## src/rtl/ctx_quant_pred.sv

```systemverilog
// ctx_quant_pred: local gradients -> quantised, sign-merged context index; MED prediction and sign-corrected error.
// Latency: 3 cycles from input accept to out_valid when not stalled; one beat per cycle sustained.
// Backpressure: each stage loads when empty or when its successor drains it; in_ready falls once all 3 stages hold data.
//
// Ports:
//   clk, rst_n                 clock, asynchronous active-low reset
//   in_valid/in_ready          neighbourhood handshake; ra, rb, rc, rd (neighbours), rx (current pixel), unsigned DW
//   out_valid/out_ready        result handshake
//   ctx_idx (0..364), ctx_sign, run_flag, px, errval (signed DW+1), out_last (final pixel of a frame)
module ctx_quant_pred #(
    parameter int DW      = 16,
    parameter int T1      = 3,
    parameter int T2      = 7,
    parameter int T3      = 21,
    parameter int IMAGE_W = 11,
    parameter int IMAGE_H = 9
) (
    input  logic          clk,
    input  logic          rst_n,
    input  logic          in_valid,
    output logic          in_ready,
    input  logic [DW-1:0] ra,
    input  logic [DW-1:0] rb,
    input  logic [DW-1:0] rc,
    input  logic [DW-1:0] rd,
    input  logic [DW-1:0] rx,
    output logic          out_valid,
    input  logic          out_ready,
    output logic [8:0]    ctx_idx,
    output logic          ctx_sign,
    output logic          run_flag,
    output logic [DW-1:0] px,
    output logic [DW:0]   errval,
    output logic          out_last
);

    localparam int NPIX = IMAGE_W * IMAGE_H;
    localparam int CW   = (NPIX > 1) ? $clog2(NPIX) : 1;

    // Thresholds at gradient width so the comparisons stay width-matched.
    localparam logic signed [DW:0] T1S = (DW+1)'(T1);
    localparam logic signed [DW:0] T2S = (DW+1)'(T2);
    localparam logic signed [DW:0] T3S = (DW+1)'(T3);

    // Pipeline control
    logic v1, v2, v3;
    logic load2, load3;

    assign load3     = v2 && (!v3 || out_ready);
    assign load2     = v1 && (!v2 || load3);
    assign in_ready  = !v1 || load2;
    assign out_valid = v3;

    always_ff @(posedge clk or negedge rst_n) begin
        if (!rst_n) begin
            v1 <= 1'b0;
            v2 <= 1'b0;
            v3 <= 1'b0;
        end else begin
            if (in_ready)            v1 <= in_valid;
            if (!v2 || load3)        v2 <= v1;
            if (!v3 || out_ready)    v3 <= v2;
        end
    end

    // ---------------- Stage 1: gradients and MED prediction ----------------
    logic signed [DW:0] d1_c, d2_c, d3_c;
    logic [DW-1:0]      mx_c, mn_c, px_c;
    logic [DW+1:0]      plane_c;

    // Zero-extended subtraction in DW+1 bits gives the exact signed difference.
    assign d1_c = $signed({1'b0, rd} - {1'b0, rb});
    assign d2_c = $signed({1'b0, rb} - {1'b0, rc});
    assign d3_c = $signed({1'b0, rc} - {1'b0, ra});

    assign mx_c    = (ra > rb) ? ra : rb;
    assign mn_c    = (ra > rb) ? rb : ra;
    assign plane_c = {2'b00, ra} + {2'b00, rb} - {2'b00, rc};

    // rc >= mx is tested first so a flat neighbourhood resolves to mn.
    always_comb begin
        px_c = plane_c[DW-1:0];
        if (rc >= mx_c)
            px_c = mn_c;
        else if (rc <= mn_c)
            px_c = mx_c;
    end

    logic signed [DW:0] d1_s1, d2_s1, d3_s1;
    logic [DW-1:0]      px_s1, rx_s1;

    always_ff @(posedge clk or negedge rst_n) begin
        if (!rst_n) begin
            d1_s1 <= '0;
            d2_s1 <= '0;
            d3_s1 <= '0;
            px_s1 <= '0;
            rx_s1 <= '0;
        end else if (in_valid && in_ready) begin
            d1_s1 <= d1_c;
            d2_s1 <= d2_c;
            d3_s1 <= d3_c;
            px_s1 <= px_c;
            rx_s1 <= rx;
        end
    end

    // ---------------- Stage 2: quantisation and raw error ----------------
    function automatic logic signed [3:0] quant(input logic signed [DW:0] d);
        logic signed [3:0] q;
        if      (d <= -T3S) q = -4'sd4;
        else if (d <= -T2S) q = -4'sd3;
        else if (d <= -T1S) q = -4'sd2;
        else if (d <  0)    q = -4'sd1;
        else if (d == 0)    q =  4'sd0;
        else if (d <  T1S)  q =  4'sd1;
        else if (d <  T2S)  q =  4'sd2;
        else if (d <  T3S)  q =  4'sd3;
        else                q =  4'sd4;
        return q;
    endfunction

    logic signed [3:0]  q1_s2, q2_s2, q3_s2;
    logic signed [DW:0] e_s2;
    logic [DW-1:0]      px_s2;

    always_ff @(posedge clk or negedge rst_n) begin
        if (!rst_n) begin
            q1_s2 <= '0;
            q2_s2 <= '0;
            q3_s2 <= '0;
            e_s2  <= '0;
            px_s2 <= '0;
        end else if (load2) begin
            q1_s2 <= quant(d1_s1);
            q2_s2 <= quant(d2_s1);
            q3_s2 <= quant(d3_s1);
            e_s2  <= $signed({1'b0, rx_s1} - {1'b0, px_s1});
            px_s2 <= px_s1;
        end
    end

    // ---------------- Stage 3: sign merge and context index ----------------
    logic               neg_c, zero_c;
    logic signed [3:0]  m1_c, m2_c, m3_c;
    logic signed [10:0] m1x_c, m2x_c, m3x_c, idx_c;

    // Context is negated when its first nonzero component is negative.
    assign neg_c  = (q1_s2 < 0) ||
                    ((q1_s2 == 0) && (q2_s2 < 0)) ||
                    ((q1_s2 == 0) && (q2_s2 == 0) && (q3_s2 < 0));
    assign zero_c = (q1_s2 == 0) && (q2_s2 == 0) && (q3_s2 == 0);

    assign m1_c = neg_c ? -q1_s2 : q1_s2;
    assign m2_c = neg_c ? -q2_s2 : q2_s2;
    assign m3_c = neg_c ? -q3_s2 : q3_s2;

    assign m1x_c = {{7{m1_c[3]}}, m1_c};
    assign m2x_c = {{7{m2_c[3]}}, m2_c};
    assign m3x_c = {{7{m3_c[3]}}, m3_c};
    // After merging the index is non-negative and at most 364, so 9 bits suffice.
    assign idx_c = 11'sd81 * m1x_c + 11'sd9 * m2x_c + m3x_c;

    always_ff @(posedge clk or negedge rst_n) begin
        if (!rst_n) begin
            ctx_idx  <= '0;
            ctx_sign <= 1'b0;
            run_flag <= 1'b0;
            px       <= '0;
            errval   <= '0;
        end else if (load3) begin
            ctx_idx  <= idx_c[8:0];
            ctx_sign <= neg_c;
            run_flag <= zero_c;
            px       <= px_s2;
            errval   <= neg_c ? -e_s2 : e_s2;
        end
    end

    // ---------------- Frame pixel counter ----------------
    logic [CW-1:0] pix_cnt;

    assign out_last = v3 && (pix_cnt == CW'(NPIX - 1));

    always_ff @(posedge clk or negedge rst_n) begin
        if (!rst_n)
            pix_cnt <= '0;
        else if (v3 && out_ready)
            pix_cnt <= out_last ? '0 : pix_cnt + CW'(1);
    end

endmodule

```

## config.mk

```make
export PLATFORM = sky130hd
export DESIGN_NAME = ctx_quant_pred
export DESIGN_NICKNAME = d
export VERILOG_FILES = /design/src/rtl/ctx_quant_pred.sv
export SDC_FILE = /design/constraint.sdc
export NUM_CORES = 1
export LEC_CHECK = 0
export BUFFER_PORTS_ARGS = -buffer_cell sky130_fd_sc_hd__buf_2
export CAP_MARGIN = 5
export CORE_UTILIZATION = 55
export DETAILED_ROUTE_END_ITERATION = 8
export GPL_TIMING_DRIVEN = 0
export PLACE_DENSITY_LB_ADDON = 0.25
export SYNTH_ARGS = -nofsm -noshare
export SYNTH_HDL_FRONTEND = slang
export SYNTH_SLANG_ARGS = --single-unit
```

## constraint.sdc

```tcl
create_clock -name clk -period 7 [get_ports clk]
set_clock_uncertainty 0.1 [all_clocks]
set_input_delay 0.7 -clock clk [delete_from_list [all_inputs] [get_ports clk]]
set_output_delay 0.7 -clock clk [all_outputs]
set_load 0.05 [all_outputs]
```

# ---- Yosys cells after proc, flatten, opt, wreduce, memory -nomap -nowiden
# Cells that the tools add are included.
dict set report classes {
  n_addsub 13
  n_mul 2
  div_mod_pow 0
  n_lt_le_gt_ge 27
  n_eq_ne 1
  n_shift 0
  muxes 33
  bitwise_logic 0
  n_reduce_logical 23
}
# cell n
set ops {}
lappend ops {{32-bit zero test} 6}
lappend ops {{16-bit by 16-bit subtractor with 17-bit output} 4}
lappend ops {{16-bit 2-to-1 mux} 4}
lappend ops {{4-bit 2-to-1 mux} 15}
lappend ops {{17-bit by 3-bit <= comparator with 1-bit output (second input constant)} 3}
lappend ops {{17-bit by 4-bit <= comparator with 1-bit output (second input constant)} 3}
lappend ops {{17-bit by 6-bit <= comparator with 1-bit output (second input constant)} 3}
lappend ops {{17-bit by 1-bit less-than comparator with 1-bit output (second input constant)} 3}
lappend ops {{17-bit by 3-bit less-than comparator with 1-bit output (second input constant)} 3}
lappend ops {{17-bit by 4-bit less-than comparator with 1-bit output (second input constant)} 3}
lappend ops {{17-bit by 6-bit less-than comparator with 1-bit output (second input constant)} 3}
lappend ops {{3-bit 2-to-1 mux} 12}
lappend ops {{17-bit 2-to-1 mux} 1}
lappend ops {{17-bit negation} 1}
lappend ops {{16-bit adder} 1}
lappend ops {{16-bit >= comparator} 1}
lappend ops {{16-bit greater-than comparator} 1}
lappend ops {{16-bit <= comparator} 1}
lappend ops {{16-bit subtractor} 1}
lappend ops {{4-bit by 1-bit less-than comparator with 1-bit output (second input constant)} 3}
lappend ops {{4-bit negation} 3}
lappend ops {{9-bit by 4-bit adder with 9-bit output} 1}
lappend ops {{9-bit adder} 1}
lappend ops {{1-bit logical AND} 9}
lappend ops {{other kinds (7)} 13}
dict set report totals {
  regBits 182
  latch_bits 0
  ramBits 0
  rom_bits 0
  input_bits 84
  out_inout_bits 47
  wordCells 118
  memories 0
}

# ---- Depth between registers and ports, before layout
# Gate-level depths: netlist (run 1).
dict set report logic_depth {
  ltp_word 9
  mapped_depth 24
  depth_no_buf 23
}

# ---- Worst setup path after synthesis (run 1)
# Ideal clock, no wire load.
dict set report synth_path {
  path_kind {register to register}
  from {register q2_s2[0]}
  to {register ctx_idx[8]}
  setup_ns 0.139
  t_arrival_ns 4.759
  slack_ns 2.002
  stages_incl_launch_ff 20
  synth_period_minus_slack_ns 4.998
  path_cell_list {dfrtp_1 inv_1 ha_1 and3b_1 o21a_1 or2_0 o31ai_1 xnor2_1 ha_1 inv_1 fa_1 fa_1 fa_1 inv_1 ha_1 ha_1 nand2_1 o21ai_0 xnor2_1 o21ai_0}
}
dict set report synth_between {
  elab_chain_cells 8
  word_cells_on_any_way 15
  cone_classes {3 x add/sub; 2 x mul; 1 x order compare; 3 x mux; 6 x reduce/logical}
}
# element line_no
set synth_lines {}
lappend synth_lines {{start: declaration} 123} ;# logic signed [3:0] q1_s2, q2_s2, q3_s2;
lappend synth_lines {{start signal: assignment} 136} ;# q2_s2 <= quant(d2_s1);
lappend synth_lines {{4-bit by 1-bit less-than comparator with 1-bit output / 32-bit zero test (equally long branches)} {150, 151}}
lappend synth_lines {{1-bit logical AND (on tied branches)} {150, 151}}
lappend synth_lines {{1-bit logical OR / 1-bit logical AND (equally long branches)} {149, 151}}
lappend synth_lines {{1-bit logical OR} 150} ;# ((q1_s2 == 0) && (q2_s2 < 0)) ||
lappend synth_lines {{4-bit 2-to-1 mux (on tied branches)} {154, 155}}
lappend synth_lines {{8-bit by 4-bit multiplier with 9-bit output / 5-bit by 4-bit multiplier with 9-bit output (equally long branches)} 162} ;# assign idx_c = 11'sd81 * m1x_c + 11'sd9 * m2x_c + m3x_c;
lappend synth_lines {{9-bit adder} 162}
lappend synth_lines {{9-bit by 4-bit adder with 9-bit output *} 162}
lappend synth_lines {{end signal: assignment} 172} ;# ctx_idx <= idx_c[8:0];
lappend synth_lines {{end: declaration} 29} ;# output logic [8:0] ctx_idx,
# Mark *: on every way between the ends. The rest lies on a longest branch, timed or not.
# A chain may end at the register's enable or synchronous reset.

# ---- Worst setup path after layout (run 1)
# Ends and elaborated chain as after synthesis.

==> report_table.html, run 1 <==
<table>
<tr><th>Metric</th><th>Value</th></tr>
<tr><th colspan="2">Synthesis</th></tr>
<tr><td>Post-synthesis cell type with the largest combined area</td><td>dfrtp_1</td></tr>
<tr><td>Synthesized net count</td><td>1961</td></tr>
<tr><td>Leading cell types by total area after synthesis</td><td>dfrtp_1 31%, ha_1 15%, nand2_1 5.6%</td></tr>
<tr><td>List of most frequent post-synthesis cells</td><td>217 x nand2_1, 182 x dfrtp_1, 170 x ha_1</td></tr>
<tr><td>Most frequent cell after synthesis</td><td>nand2_1</td></tr>
<tr><td>Flip-flop cell with the highest count after synthesis</td><td>dfrtp_1</td></tr>
<tr><td>Number of enable-type register cells in the synthesized netlist</td><td>0</td></tr>
<tr><td>Mean instance size in the synthesized netlist</td><td>8.647 sq um</td></tr>
<tr><td>Syn Std Cell Area</td><td>14480 sq um</td></tr>
<tr><td>Total number of yosys warnings</td><td>0</td></tr>
<tr><td>Area share of the largest cell type after synthesis</td><td>31.44%</td></tr>
<tr><td>Cell count after synthesis</td><td>1675</td></tr>
<tr><td>Netlist cell types</td><td>79</td></tr>
<tr><td>Post-synthesis register bit count</td><td>182</td></tr>
<tr><td>Sequential fraction of the synthesis area</td><td>31.44%</td></tr>
<tr><td>Share of synthesized flip-flops with an asynchronous set or reset</td><td>100.0%</td></tr>
<tr><th colspan="2">Clocking</th></tr>
<tr><td>Clk slew on worst S/H paths</td><td>0.08 ns</td></tr>
<tr><td>CTS Root Cell</td><td>clkbuf_16</td></tr>
<tr><td>Clk_lat worst skew</td><td>0.45 ns</td></tr>
<tr><td>Number of buffers added for setup after CTS</td><td>0</td></tr>
<tr><td>H-tree depth</td><td>4</td></tr>
<tr><td>TritonCTS buffer count</td><td>17</td></tr>
<tr><td>TritonCTS sink count</td><td>182</td></tr>
<tr><td># resized after CTS</td><td>0</td></tr>
<tr><td>CTS max path bufs</td><td>2</td></tr>
<tr><td>CTS Hold Buffers Added</td><td>0</td></tr>
<tr><td>CTS tree</td><td>yes</td></tr>
<tr><th colspan="2">Pwr</th></tr>
<tr><td>Power per unit of standard cell area</td><td>395.1 nW/um^2</td></tr>
<tr><td>Switching Share</td><td>47.14%</td></tr>
<tr><td>Internal power contribution</td><td>3.387 mW</td></tr>
<tr><td>Fraction of power consumed by the clock network</td><td>15.7%</td></tr>
<tr><td>Net load switching power</td><td>3.021 mW</td></tr>
<tr><td>Total leakage power</td><td>7.865 nW</td></tr>
<tr><td>Sequential fraction of design power</td><td>25.8%</td></tr>
<tr><td>Logic pwr share</td><td>58.5%</td></tr>
<tr><td>Maximum vdd ir drop</td><td>0.8274 mV</td></tr>
<tr><th colspan="2">Floorplanning</th></tr>
<tr><td>Die height</td><td>164.3 um</td></tr>
<tr><td>Initial Utilization</td><td>55.90%</td></tr>
<tr><td>Die Area</td><td>26990 sq um</td></tr>
<tr><td>Number of ports placed on the die boundary</td><td>131</td></tr>
<tr><td>Std-Cell Core Area</td><td>25910 sq um</td></tr>
<tr><td>Width of the die</td><td>164.3 um</td></tr>
<tr><td>Number of rows created at floorplan</td><td>59</td></tr>
<tr><th colspan="2">STA</th></tr>
<tr><td>Highest attainable clock frequency</td><td>0.1717 GHz</td></tr>
<tr><td>Final setup TNS</td><td>0 ns</td></tr>
<tr><td>Setup repair after global routing missed its margin</td><td>false</td></tr>
<tr><td>Number of pins exceeding their max-slew limit in the final report</td><td>0</td></tr>
<tr><td>Final critical-path share of the clock period</td><td>83.22%</td></tr>
<tr><td>Hold Violations, Final</td><td>0</td></tr>
<tr><td># setup viols final</td><td>0</td></tr>
<tr><td>Actual slew at the worst max-slew pin</td><td>0.9542 ns</td></tr>
<tr><td>Time the final worst path needs with I/O delays and setup</td><td>5.825 ns</td></tr>
<tr><td>Worst-case headroom to the max-slew limit</td><td>35.86%</td></tr>
<tr><th colspan="2">Global route</th></tr>
<tr><td>Total global-route track usage</td><td>31.77%</td></tr>
<tr><td>Total overflow reported by the global router</td><td>0</td></tr>
<tr><td>Initial antenna violation count</td><td>0</td></tr>
<tr><td>Vias in the first global route</td><td>12140</td></tr>
<tr><td>First-pass GRT wire length</td><td>64.99 mm</td></tr>
<tr><td>Pin count of the biggest net entering global routing</td><td>121</td></tr>
<tr><th colspan="2">Detailed routing</th></tr>
<tr><td>Residual antenna-violating net count after detailed routing</td><td>0</td></tr>
<tr><td>Vias after detailed routing</td><td>12820</td></tr>
<tr><td>Residual DRC</td><td>0</td></tr>
<tr><td>Vias per Instance</td><td>5.896</td></tr>
<tr><td>Wire length per cell after detailed routing</td><td>19.18 um</td></tr>
<tr><td>Detailed Route WL</td><td>41.69 mm</td></tr>
<tr><td>First drt pass iteration count</td><td>5</td></tr>
<tr><td>Initial detailed-routing violation count</td><td>860</td></tr>
<tr><th colspan="2">Setup path</th></tr>
<tr><td>Worst reg-to-reg path cell count</td><td>20</td></tr>
<tr><td>CP max stage cell</td><td>fa_1</td></tr>
<tr><td>Nature of the critical path endpoint</td><td>register</td></tr>
<tr><td>Reg-to-reg critical path startpoint</td><td>q2_s2[0]</td></tr>
<tr><td>Most prevalent standard cell on the critical path</td><td>ha_1</td></tr>
<tr><td>CP Data Required Time</td><td>7.20 ns</td></tr>
<tr><td>Reg-to-reg slack, setup</td><td>1.17 ns</td></tr>
<tr><td>Number of buffers and inverters on the critical path</td><td>4</td></tr>
<tr><td>Critical path startpoint category</td><td>register</td></tr>
<tr><td>Classification of the worst setup path</td><td>register to register</td></tr>
<tr><td>Biggest cell delay along the critical path</td><td>0.48 ns</td></tr>
<tr><td>Largest fanout of any net on the critical path</td><td>10</td></tr>
<tr><td>Arrival time at the worst endpoint</td><td>6.03 ns</td></tr>
<tr><td>Reg2Reg Capture Point</td><td>ctx_idx[8]</td></tr>
<tr><td>Cell breakdown of the critical path</td><td>inv_1, ha_1, and3b_1, o21a_1, or2_0, clkbuf_1, o31ai_1, xnor2_1, ha_1, inv_1, fa_1, fa_1, inv_1, fa_1, ha_1, ha_1, a21oi_1, o21ai_0, xnor2_1, o21ai_0</td></tr>
<tr><td>Critical path's top delay family</td><td>adder cells</td></tr>
<tr><th colspan="2">Cells and area</th></tr>
<tr><td>Synth-to-Final Area Change</td><td>11.98%</td></tr>
<tr><td>Post-layout nets</td><td>2112</td></tr>
<tr><td>Fraction of final layout cells with drive strength greater than 1</td><td>12.67%</td></tr>
<tr><td>Finished Layout Cells</td><td>2174</td></tr>
<tr><td>Total of fill cells in the finished design</td><td>2291</td></tr>
<tr><td>Diodes inserted</td><td>0</td></tr>
<tr><th colspan="2">Run</th></tr>
<tr><td>Max-cap violations</td><td>0</td></tr>
<tr><th colspan="2">Placed design</th></tr>
<tr><td>Detailed placement HPWL</td><td>33.72 mm</td></tr>
<tr><td>Final estimated routing congestion in global placement</td><td>1.028</td></tr>
<tr><td>Port Buffer Count</td><td>130</td></tr>
<tr><td>Placed cells</td><td>2141</td></tr>
<tr><th colspan="2">Outcome</th></tr>
<tr><td>Status</td><td>completed</td></tr>
<tr><th colspan="2">Worst hold path</th></tr>
<tr><td>Hold crit path type</td><td>input pin to asynchronous set/reset pin</td></tr>
</table>
==> metrics by stage <==
step | hold slack, ns | worst slack (ns) | power [mW] | instance area (sq um) | util [%]
floorplan | 0.3044 | 2.002 | 4.510 | 14480 | -
global placement | 0.3576 | 1.063 | 5.304 | 15550 | 60.03
detailed placement | 0.3651 | 1.046 | 5.422 | 15590 | 60.17
CTS | 0.1081 | 1.009 | 6.442 | 16210 | 62.57
global route | 0.1251 | 0.8258 | 6.992 | 16220 | 62.60
finish | 0.08963 | 1.175 | 6.408 | 16220 | 62.60
==> per-layer routing <==
layer	part of all wire (%)	track usage, %
met5	0	0
met4	3.7	12.16
met3	5.5	4.015
met2	47	54.09
met1	44	40.99
==> cells by family after synthesis <==
kind of cell | after synthesis | share of synthesized area, %
buffers and inverters | 217 | 5.771
muxes | 32 | 2.384
adders and majority gates | 202 | 19.11
AOI/OAI and AO/OA | 438 | 18.86
DFF | 182 | 31.44
and+or+nand+nor | 502 | 16.27
xor gates and xnor gates | 102 | 6.168
==> power by group through the flow <==
stage,Sequential (mW),Clock (mW),Combinational [mW]
global route,1.70,1.06,4.23
floorplan,2.03,0,2.48
finish,1.65,1.00,3.75
CTS,1.65,1.02,3.77
global placement,1.66,0,3.65
detailed placement,1.67,0,3.75
==> flip-flops by register name, summed over array words and instances (netlist names), 9 cells and up <==
| signal | count |
|---|---|
| errval | 17 |
| d1_s1 | 17 |
| px_s1 | 16 |
| px_s2 | 16 |
| rx_s1 | 16 |
| d3_s1 | 17 |
| d2_s1 | 17 |
| px | 16 |
| ctx_idx | 9 |
| e_s2 | 17 |
==> final cells by class <==
| class | count | area [sq um] | share of cell area, % |
|---|---|---|---|
| plain buffers | 56 | 231.5 | 1.427 |
| clock buffers | 17 | 425.4 | 2.623 |
| clock inverters | 15 | 195.2 | 1.203 |
| inverters | 161 | 604.3 | 3.726 |
| multi-input cells | 1276 | 9094 | 56.07 |
| flip-flops and latches | 182 | 4554 | 28.08 |
| well taps | 335 | 419.2 | 2.584 |
| repair buffers | 132 | 695.7 | 4.289 |
==> placed cells by master (no fill, tap or decap), types with 26 or more instances in the layout <==
cell      Yosys  layout
nor2_1       70      70
ha_1        170     170
o21ai_0     160     160
xnor2_1      44      44
dfrtp_1     182     182
fa_1         32      32
inv_1       160     160
nor3_1       64      64
a21oi_1      97      97
buf_2         5     134
nand2_1     217     217
clkbuf_1     46      46
nand3_1      26      26
xor2_1       58      58
==> worst max-delay path by stage <==
stage / startpoint / to / slack, ns / depth (start not counted)
floorplan: q2_s2[0] / ctx_idx[8] / 2.00 / 19
global placement: q2_s2[0] / ctx_idx[8] / 1.06 / 21
detailed placement: q2_s2[0] / ctx_idx[8] / 1.05 / 21
CTS: q2_s2[0] / ctx_idx[8] / 1.01 / 21
global route: q2_s2[0] / ctx_idx[8] / 0.83 / 21
finish: q2_s2[0] / ctx_idx[8] / 1.17 / 20
Power figures use the tool's default switching activity.
==> run 2: changes to the inputs <==
clock period = 5.9 ns   (was 7 ns; I/O delays follow)
==> report_table.html, run 2 (synthesis results as in run 1) <==
<table>
<tr><th>Metric</th><th>Value</th></tr>
<tr><th colspan="2">Outcome</th></tr>
<tr><td>Status</td><td>completed</td></tr>
<tr><th colspan="2">Placed design</th></tr>
<tr><td>Placed cells</td><td>2141</td></tr>
<tr><td>Detailed placement HPWL</td><td>33.72 mm</td></tr>
<tr><td>Port Buffer Count</td><td>130</td></tr>
<tr><td>Final estimated routing congestion in global placement</td><td>1.028</td></tr>
<tr><th colspan="2">Detailed routing</th></tr>
<tr><td>Residual antenna-violating net count after detailed routing</td><td>0</td></tr>
<tr><td>Initial detailed-routing violation count</td><td>835</td></tr>
<tr><td>First drt pass iteration count</td><td>5</td></tr>
<tr><td>Vias per Instance</td><td>5.859</td></tr>
<tr><td>Detailed Route WL</td><td>41.62 mm</td></tr>
<tr><td>Vias after detailed routing</td><td>12740</td></tr>
<tr><td>Wire length per cell after detailed routing</td><td>19.14 um</td></tr>
<tr><td>Residual DRC</td><td>0</td></tr>
<tr><th colspan="2">Cells and area</th></tr>
<tr><td>Total of fill cells in the finished design</td><td>2289</td></tr>
<tr><td>Most common cell after layout, fill and taps aside</td><td>nand2_1</td></tr>
<tr><td>Total area of multi-input combinational cells</td><td>9109 sq um</td></tr>
<tr><td>Post-layout nets</td><td>2112</td></tr>
<tr><td>Post-Route Utilization</td><td>62.67%</td></tr>
<tr><td>Synth-to-Final Area Change</td><td>12.11%</td></tr>
<tr><td>Diodes inserted</td><td>0</td></tr>
<tr><td>Top library cells by usage in the layout, fill and taps aside</td><td>217 x nand2_1, 182 x dfrtp_1, 170 x ha_1</td></tr>
<tr><td>Total area of sequential cells</td><td>4554 sq um</td></tr>
<tr><td>Finished Layout Cells</td><td>2174</td></tr>
<tr><td>Fraction of final layout cells with drive strength greater than 1</td><td>12.78%</td></tr>
<tr><th colspan="2">Setup path</th></tr>
<tr><td>Largest fanout of any net on the critical path</td><td>10</td></tr>
<tr><td>Nature of the critical path endpoint</td><td>register</td></tr>
<tr><td>Arrival time at the worst endpoint</td><td>5.77 ns</td></tr>
<tr><td>Reg2Reg Capture Point</td><td>ctx_idx[8]</td></tr>
<tr><td>Classification of the worst setup path</td><td>register to register</td></tr>
<tr><td>Reg-to-reg slack, setup</td><td>0.33 ns</td></tr>
<tr><td>Reg-to-reg critical path startpoint</td><td>q2_s2[0]</td></tr>
<tr><td>Critical path startpoint category</td><td>register</td></tr>
<tr><td>CP Data Required Time</td><td>6.10 ns</td></tr>
<tr><td>Worst reg-to-reg path cell count</td><td>23</td></tr>
<tr><td>Worst setup path startpoint</td><td>q2_s2[0]</td></tr>
<tr><th colspan="2">Floorplanning</th></tr>
<tr><td>Number of rows created at floorplan</td><td>59</td></tr>
<tr><td>Std-Cell Core Area</td><td>25910 sq um</td></tr>
<tr><td>Die height</td><td>164.3 um</td></tr>
<tr><td>Die Area</td><td>26990 sq um</td></tr>
<tr><td>Width of the die</td><td>164.3 um</td></tr>
<tr><td>Initial Utilization</td><td>55.90%</td></tr>
<tr><td>Number of ports placed on the die boundary</td><td>131</td></tr>
<tr><th colspan="2">Pwr</th></tr>
<tr><td>Design Power</td><td>7.596 mW</td></tr>
<tr><td>Power per unit of standard cell area</td><td>467.8 nW/um^2</td></tr>
<tr><td>Total leakage power</td><td>7.880 nW</td></tr>
<tr><td>Maximum vdd ir drop</td><td>0.9735 mV</td></tr>
<tr><th colspan="2">Run</th></tr>
<tr><td>Max-cap violations</td><td>0</td></tr>
<tr><th colspan="2">Worst hold path</th></tr>
<tr><td>Startpoint of the tightest hold check path</td><td>rx[12]</td></tr>
<tr><td>Number of instances on the worst hold path</td><td>3</td></tr>
<tr><td>Hold crit path type</td><td>input pin to register</td></tr>
<tr><td>Hold EP</td><td>rx_s1[12]</td></tr>
<tr><th colspan="2">Clocking</th></tr>
<tr><td>Number of buffers added for setup after CTS</td><td>0</td></tr>
<tr><td>CTS tree</td><td>yes</td></tr>
<tr><td>H-tree depth</td><td>4</td></tr>
<tr><td>Clk_lat worst skew</td><td>0.44 ns</td></tr>
<tr><td>Clk slew on worst S/H paths</td><td>0.08 ns</td></tr>
<tr><td>TritonCTS sink count</td><td>182</td></tr>
<tr><td>CTS Root Cell</td><td>clkbuf_16</td></tr>
<tr><td>TritonCTS buffer count</td><td>17</td></tr>
<tr><td>CTS max path bufs</td><td>2</td></tr>
<tr><th colspan="2">STA</th></tr>
<tr><td>Highest attainable clock frequency</td><td>0.1796 GHz</td></tr>
<tr><td># setup viols final</td><td>0</td></tr>
<tr><td>Number of pins exceeding their max-slew limit in the final report</td><td>0</td></tr>
<tr><td>Setup repair after global routing missed its margin</td><td>false</td></tr>
<tr><td>Final setup TNS</td><td>0 ns</td></tr>
<tr><td>Worst-case headroom to the max-slew limit</td><td>37.30%</td></tr>
<tr><td>Time the final worst path needs with I/O delays and setup</td><td>5.569 ns</td></tr>
<tr><td>Actual slew at the worst max-slew pin</td><td>0.9328 ns</td></tr>
<tr><td>Worst slack on hold paths</td><td>0.2369 ns</td></tr>
<tr><td>Hold Violations, Final</td><td>0</td></tr>
<tr><td>Final critical-path share of the clock period</td><td>94.38%</td></tr>
<tr><th colspan="2">Global route</th></tr>
<tr><td>Total overflow reported by the global router</td><td>0</td></tr>
<tr><td>Pin count of the biggest net entering global routing</td><td>121</td></tr>
<tr><td>First-pass GRT wire length</td><td>65.02 mm</td></tr>
<tr><td>Vias in the first global route</td><td>12150</td></tr>
<tr><td>Total global-route track usage</td><td>31.78%</td></tr>
<tr><td>Initial antenna violation count</td><td>0</td></tr>
</table>
[run 2: timing repair]
item / in CTS / in global routing
pin swaps: 0 / 0
endpoints found under the setup margin: 1 / 3
endpoints found under the hold margin: 2 / 0
gates resized for setup: 1 / 4
hold buffers: 1 / 0
[run 2: layout make-up]
class	instances	area share, %
Clock inverter	15	1.202
Inverter	161	3.722
Sequential cell	182	28.05
Buffer	56	1.433
Multi-Input combinational cell	1276	56.09
Tap cell	335	2.581
Timing Repair Buffer	132	4.300
Clock buffer	17	2.620
[run 2: how the worst max path moves through the flow]
| stage | slack [ns] | to | cells past startpoint |
|---|---|---|---|
| 2_1_floorplan | 0.90 | ctx_idx[8] | 19 |
| 3_3_place_gp | -0.04 | ctx_idx[8] | 21 |
| 3_5_place_dp | -0.05 | ctx_idx[8] | 21 |
| 4_1_cts | 0.02 | ctx_idx[8] | 20 |
| 5_1_grt | 0.04 | px_s1[12] | 19 |
| 6_report | 0.33 | ctx_idx[8] | 23 |
[run 2: routing by layer]
metal	vias to the layer above	global-route usage [%]	wire, um
met5	-	0	0
met4	0	12.16	1522
met3	88	4.015	2197
met2	428	54.14	19800
met1	6054	40.96	18100
li1	6167	-	-
[run 2: critical path: stages, from the launching register on]
cell,delay [ns]
dfrtp_1,0.41
inv_1,0.19
ha_1,0.23
and3b_1,0.18
o21a_1,0.15
or2_1,0.25
clkbuf_2,0.30
nor2_1,0.06
a21o_1,0.21
ha_1,0.29
ha_1,0.29
inv_1,0.08
fa_1,0.44
fa_1,0.58
inv_1,0.05
ha_1,0.17
ha_1,0.30
a21o_1,0.16
a21oi_1,0.23
o21bai_1,0.11
a21oi_1,0.22
o21ai_0,0.14
xnor2_1,0.20
o21ai_0,0.09
[run 2: power by group]
part	switching, mW	internal [mW]
clock network	0.600	0.586
registers	0.302	1.66
logic	2.67	1.77
[run 2: through the flow]
stage	cell area [sq um]	setup WS, ns
6_report	16240	0.3314
5_1_grt	16240	0.03639
4_1_cts	16230	0.01638
3_5_place_dp	15590	-0.05402
3_3_place_gp	15550	-0.03669
2_1_floorplan	14480	0.9018
==> run 3: changes to the inputs <==
ABC_AREA = 1   (was default)
CELL_PAD_IN_SITES_DETAIL_PLACEMENT = 0   (was default)
CELL_PAD_IN_SITES_GLOBAL_PLACEMENT = 1   (was default)
CORE_UTILIZATION = 45   (was 55)
GPL_TIMING_DRIVEN = default   (was 0)
==> report_table.html, run 3 <==
<table>
<tr><th>Metric</th><th>Value</th></tr>
<tr><th colspan="2">Cells and area</th></tr>
<tr><td>Total of fill cells in the finished design</td><td>3533</td></tr>
<tr><td>Synth-to-Final Area Change</td><td>10.23%</td></tr>
<tr><td>Post-layout nets</td><td>2620</td></tr>
<tr><td>Fin area</td><td>17440 sq um</td></tr>
<tr><td>Most common cell after layout, fill and taps aside</td><td>nand2_1</td></tr>
<tr><td>Diodes inserted</td><td>0</td></tr>
<tr><td>Top library cells by usage in the layout, fill and taps aside</td><td>630 x nand2_1, 315 x inv_1, 189 x nand3_1</td></tr>
<tr><td>Finished Layout Cells</td><td>2801</td></tr>
<tr><td>Fraction of final layout cells with drive strength greater than 1</td><td>9.847%</td></tr>
<tr><th colspan="2">Floorplanning</th></tr>
<tr><td>Number of ports placed on the die boundary</td><td>131</td></tr>
<tr><td>Std-Cell Core Area</td><td>34540 sq um</td></tr>
<tr><td>Die Area</td><td>35910 sq um</td></tr>
<tr><td>Die height</td><td>189.5 um</td></tr>
<tr><td>Number of rows created at floorplan</td><td>68</td></tr>
<tr><td>Initial Utilization</td><td>45.80%</td></tr>
<tr><td>Width of the die</td><td>189.5 um</td></tr>
<tr><th colspan="2">STA</th></tr>
<tr><td>Number of pins exceeding their max-slew limit in the final report</td><td>0</td></tr>
<tr><td>Hold Violations, Final</td><td>0</td></tr>
<tr><td>Final setup TNS</td><td>0 ns</td></tr>
<tr><td>Actual slew at the worst max-slew pin</td><td>0.9912 ns</td></tr>
<tr><td>Setup repair after global routing missed its margin</td><td>false</td></tr>
<tr><td>Highest attainable clock frequency</td><td>0.2001 GHz</td></tr>
<tr><td>Time the final worst path needs with I/O delays and setup</td><td>4.998 ns</td></tr>
<tr><td># setup viols final</td><td>0</td></tr>
<tr><td>Worst-case headroom to the max-slew limit</td><td>33.92%</td></tr>
<tr><td>Final critical-path share of the clock period</td><td>84.72%</td></tr>
<tr><th colspan="2">Synthesis</th></tr>
<tr><td>Number of enable-type register cells in the synthesized netlist</td><td>0</td></tr>
<tr><td>Sequential fraction of the synthesis area</td><td>28.79%</td></tr>
<tr><td>List of most frequent post-synthesis cells</td><td>633 x nand2_1, 315 x inv_1, 189 x nand3_1</td></tr>
<tr><td>Flip-flop cell with the highest count after synthesis</td><td>dfrtp_1</td></tr>
<tr><td>Most frequent cell after synthesis</td><td>nand2_1</td></tr>
<tr><td>Share of synthesized flip-flops with an asynchronous set or reset</td><td>100.0%</td></tr>
<tr><td>Total number of yosys warnings</td><td>0</td></tr>
<tr><td>Post-synthesis register bit count</td><td>182</td></tr>
<tr><td>Leading cell types by total area after synthesis</td><td>dfrtp_1 29%, nand2_1 15%, ha_1 13%</td></tr>
<tr><td>Area share of the largest cell type after synthesis</td><td>28.79%</td></tr>
<tr><td>Syn Std Cell Area</td><td>15820 sq um</td></tr>
<tr><td>Cell count after synthesis</td><td>2224</td></tr>
<tr><td>Post-synthesis cell type with the largest combined area</td><td>dfrtp_1</td></tr>
<tr><td>Mean instance size in the synthesized netlist</td><td>7.114 sq um</td></tr>
<tr><td>Netlist cell types</td><td>52</td></tr>
<tr><td>Synthesized net count</td><td>2510</td></tr>
<tr><th colspan="2">Detailed routing</th></tr>
<tr><td>Wire length per cell after detailed routing</td><td>17.29 um</td></tr>
<tr><td>Detailed Route WL</td><td>48.44 mm</td></tr>
<tr><td>Initial detailed-routing violation count</td><td>987</td></tr>
<tr><td>First drt pass iteration count</td><td>5</td></tr>
<tr><td>Vias after detailed routing</td><td>14930</td></tr>
<tr><td>Vias per Instance</td><td>5.330</td></tr>
<tr><td>Residual antenna-violating net count after detailed routing</td><td>0</td></tr>
<tr><td>Residual DRC</td><td>0</td></tr>
<tr><th colspan="2">Global route</th></tr>
<tr><td>Total global-route track usage</td><td>27.34%</td></tr>
<tr><td>First-pass GRT wire length</td><td>76.13 mm</td></tr>
<tr><td>Vias in the first global route</td><td>14200</td></tr>
<tr><td>Initial antenna violation count</td><td>0</td></tr>
<tr><td>Pin count of the biggest net entering global routing</td><td>115</td></tr>
<tr><td>Total overflow reported by the global router</td><td>0</td></tr>
<tr><th colspan="2">Pwr</th></tr>
<tr><td>Power per unit of standard cell area</td><td>576.3 nW/um^2</td></tr>
<tr><td>Logic pwr share</td><td>68.3%</td></tr>
<tr><td>Internal power contribution</td><td>4.898 mW</td></tr>
<tr><td>Design Power</td><td>10.05 mW</td></tr>
<tr><td>Switching Share</td><td>51.27%</td></tr>
<tr><td>Sequential fraction of design power</td><td>20.4%</td></tr>
<tr><td>Total leakage power</td><td>9.495 nW</td></tr>
<tr><td>Fraction of power consumed by the clock network</td><td>11.4%</td></tr>
<tr><td>Maximum vdd ir drop</td><td>0.9636 mV</td></tr>
<tr><td>Net load switching power</td><td>5.154 mW</td></tr>
<tr><th colspan="2">Clocking</th></tr>
<tr><td>TritonCTS sink count</td><td>182</td></tr>
<tr><td>Clk slew on worst S/H paths</td><td>0.07 ns</td></tr>
<tr><td>Clk_lat worst skew</td><td>0.45 ns</td></tr>
<tr><td>CTS Hold Buffers Added</td><td>0</td></tr>
<tr><td>H-tree depth</td><td>4</td></tr>
<tr><td># resized after CTS</td><td>0</td></tr>
<tr><td>CTS Root Cell</td><td>clkbuf_16</td></tr>
<tr><td>Number of buffers added for setup after CTS</td><td>0</td></tr>
<tr><td>TritonCTS buffer count</td><td>17</td></tr>
<tr><td>CTS tree</td><td>yes</td></tr>
<tr><td>CTS max path bufs</td><td>2</td></tr>
<tr><th colspan="2">Setup path</th></tr>
<tr><td>Nature of the critical path endpoint</td><td>register</td></tr>
<tr><td>Largest fanout of any net on the critical path</td><td>11</td></tr>
<tr><td>Biggest cell delay along the critical path</td><td>0.52 ns</td></tr>
<tr><td>Arrival time at the worst endpoint</td><td>5.20 ns</td></tr>
<tr><td>Classification of the worst setup path</td><td>register to register</td></tr>
<tr><td>Critical path startpoint category</td><td>register</td></tr>
<tr><td>CP Data Required Time</td><td>6.10 ns</td></tr>
<tr><td>CP max stage cell</td><td>fa_1</td></tr>
<tr><td>Reg-to-reg slack, setup</td><td>0.90 ns</td></tr>
<tr><th colspan="2">Placed design</th></tr>
<tr><td>Final estimated routing congestion in global placement</td><td>1.002</td></tr>
<tr><td>Cell area reported after detailed placement</td><td>16870 sq um</td></tr>
<tr><td>Port Buffer Count</td><td>130</td></tr>
<tr><td>Detailed placement HPWL</td><td>39.49 mm</td></tr>
<tr><td>Placed cells</td><td>2770</td></tr>
<tr><th colspan="2">Run</th></tr>
<tr><td>Max-cap violations</td><td>0</td></tr>
<tr><th colspan="2">Worst hold path</th></tr>
<tr><td>Hold crit path type</td><td>input pin to asynchronous set/reset pin</td></tr>
<tr><th colspan="2">Outcome</th></tr>
<tr><td>Status</td><td>completed</td></tr>
</table>
run 3: cell types whose count changed in the layout (fill, tap and decap cells not counted), sizes merged, moves of 12 or more:
cell,before,now
nand4,15,30
clkbuf,63,19
mux2,20,0
nand2b,18,1
nor2b,20,0
inv,169,325
xnor2,44,17
nand2,218,663
o211ai,13,1
nor2,70,130
or3,13,0
nand3,26,191
nor3,64,22
mux2i,12,0
run 3: power groups by stage:
stage	clock network (mW)	logic [mW]	registers (mW)
final	1.14	6.86	2.05
after global routing	1.21	7.88	2.10
after CTS	1.17	6.94	2.05
after detailed placement	0	6.88	2.07
after global placement	0	6.78	2.05
after floorplan	0	4.90	2.46
run 3: worst max-delay path, delay by kind of cell, from the launching register on:
family	cells	cell delay, ns
buffers and inverters	6	0.51
XOR/XNOR	2	0.40
flip-flops	1	0.39
adder cells (fa/ha/maj)	6	2.30
AO/OA/AOI/OAI	2	0.27
AND/OR/NAND/NOR	9	0.89
run 3: final timing paths:
path,startpoint,to,depth (start not counted)
worst max-delay path,q2_s2[0],ctx_idx[6],25
min in group clk,rx[3],rx_s1[3],3
worst min register to register,px[2],px[2],2
worst min-delay path,rst_n,ctx_idx[8],1
max in group asynchronous,rst_n,rx_s1[11],2
worst max register to register,q2_s2[0],ctx_idx[6],25
run 3: kinds of logic (layout without fill, tap and decap cells):
kind of cell	after synthesis	count (layout)	share of synthesized area, %
xor gates and xnor gates	67	67	3.709
DFF	182	182	28.79
and+or+nand+nor	1083	1083	29.55
AOI/OAI and AO/OA	321	321	11.21
adders and majority gates	202	202	17.49
buffers and inverters	369	491	9.253
run 3: cell type report:
cell class | instances | area (sq um) | share of cell area (%)
well taps | 455 | 569.3 | 3.264
multi-input cells | 1673 | 9811 | 56.25
repair buffers | 139 | 726.9 | 4.168
flip-flops and latches | 182 | 4554 | 26.11
clock buffers | 18 | 429.2 | 2.461
inverters | 321 | 1205 | 6.909
clock inverters | 13 | 145.1 | 0.8322
run 3: per-layer routing:
layer	track usage, %	wire length, um
met3	3.114	2596
met2	42.96	21190
met1	38.12	22940
met5	0	0
met4	11.20	1709
run 3: per-stage QoR:
step,hold slack (ns),setup slack [ns],utilization (%)
2_1_floorplan,0.1944,1.140,-
3_3_place_gp,0.3534,0.9668,48.83
3_5_place_dp,0.3576,0.8879,48.83
4_1_cts,0.2153,0.8860,50.49
5_1_grt,0.2303,0.5202,50.49
6_report,0.09948,0.9016,50.49
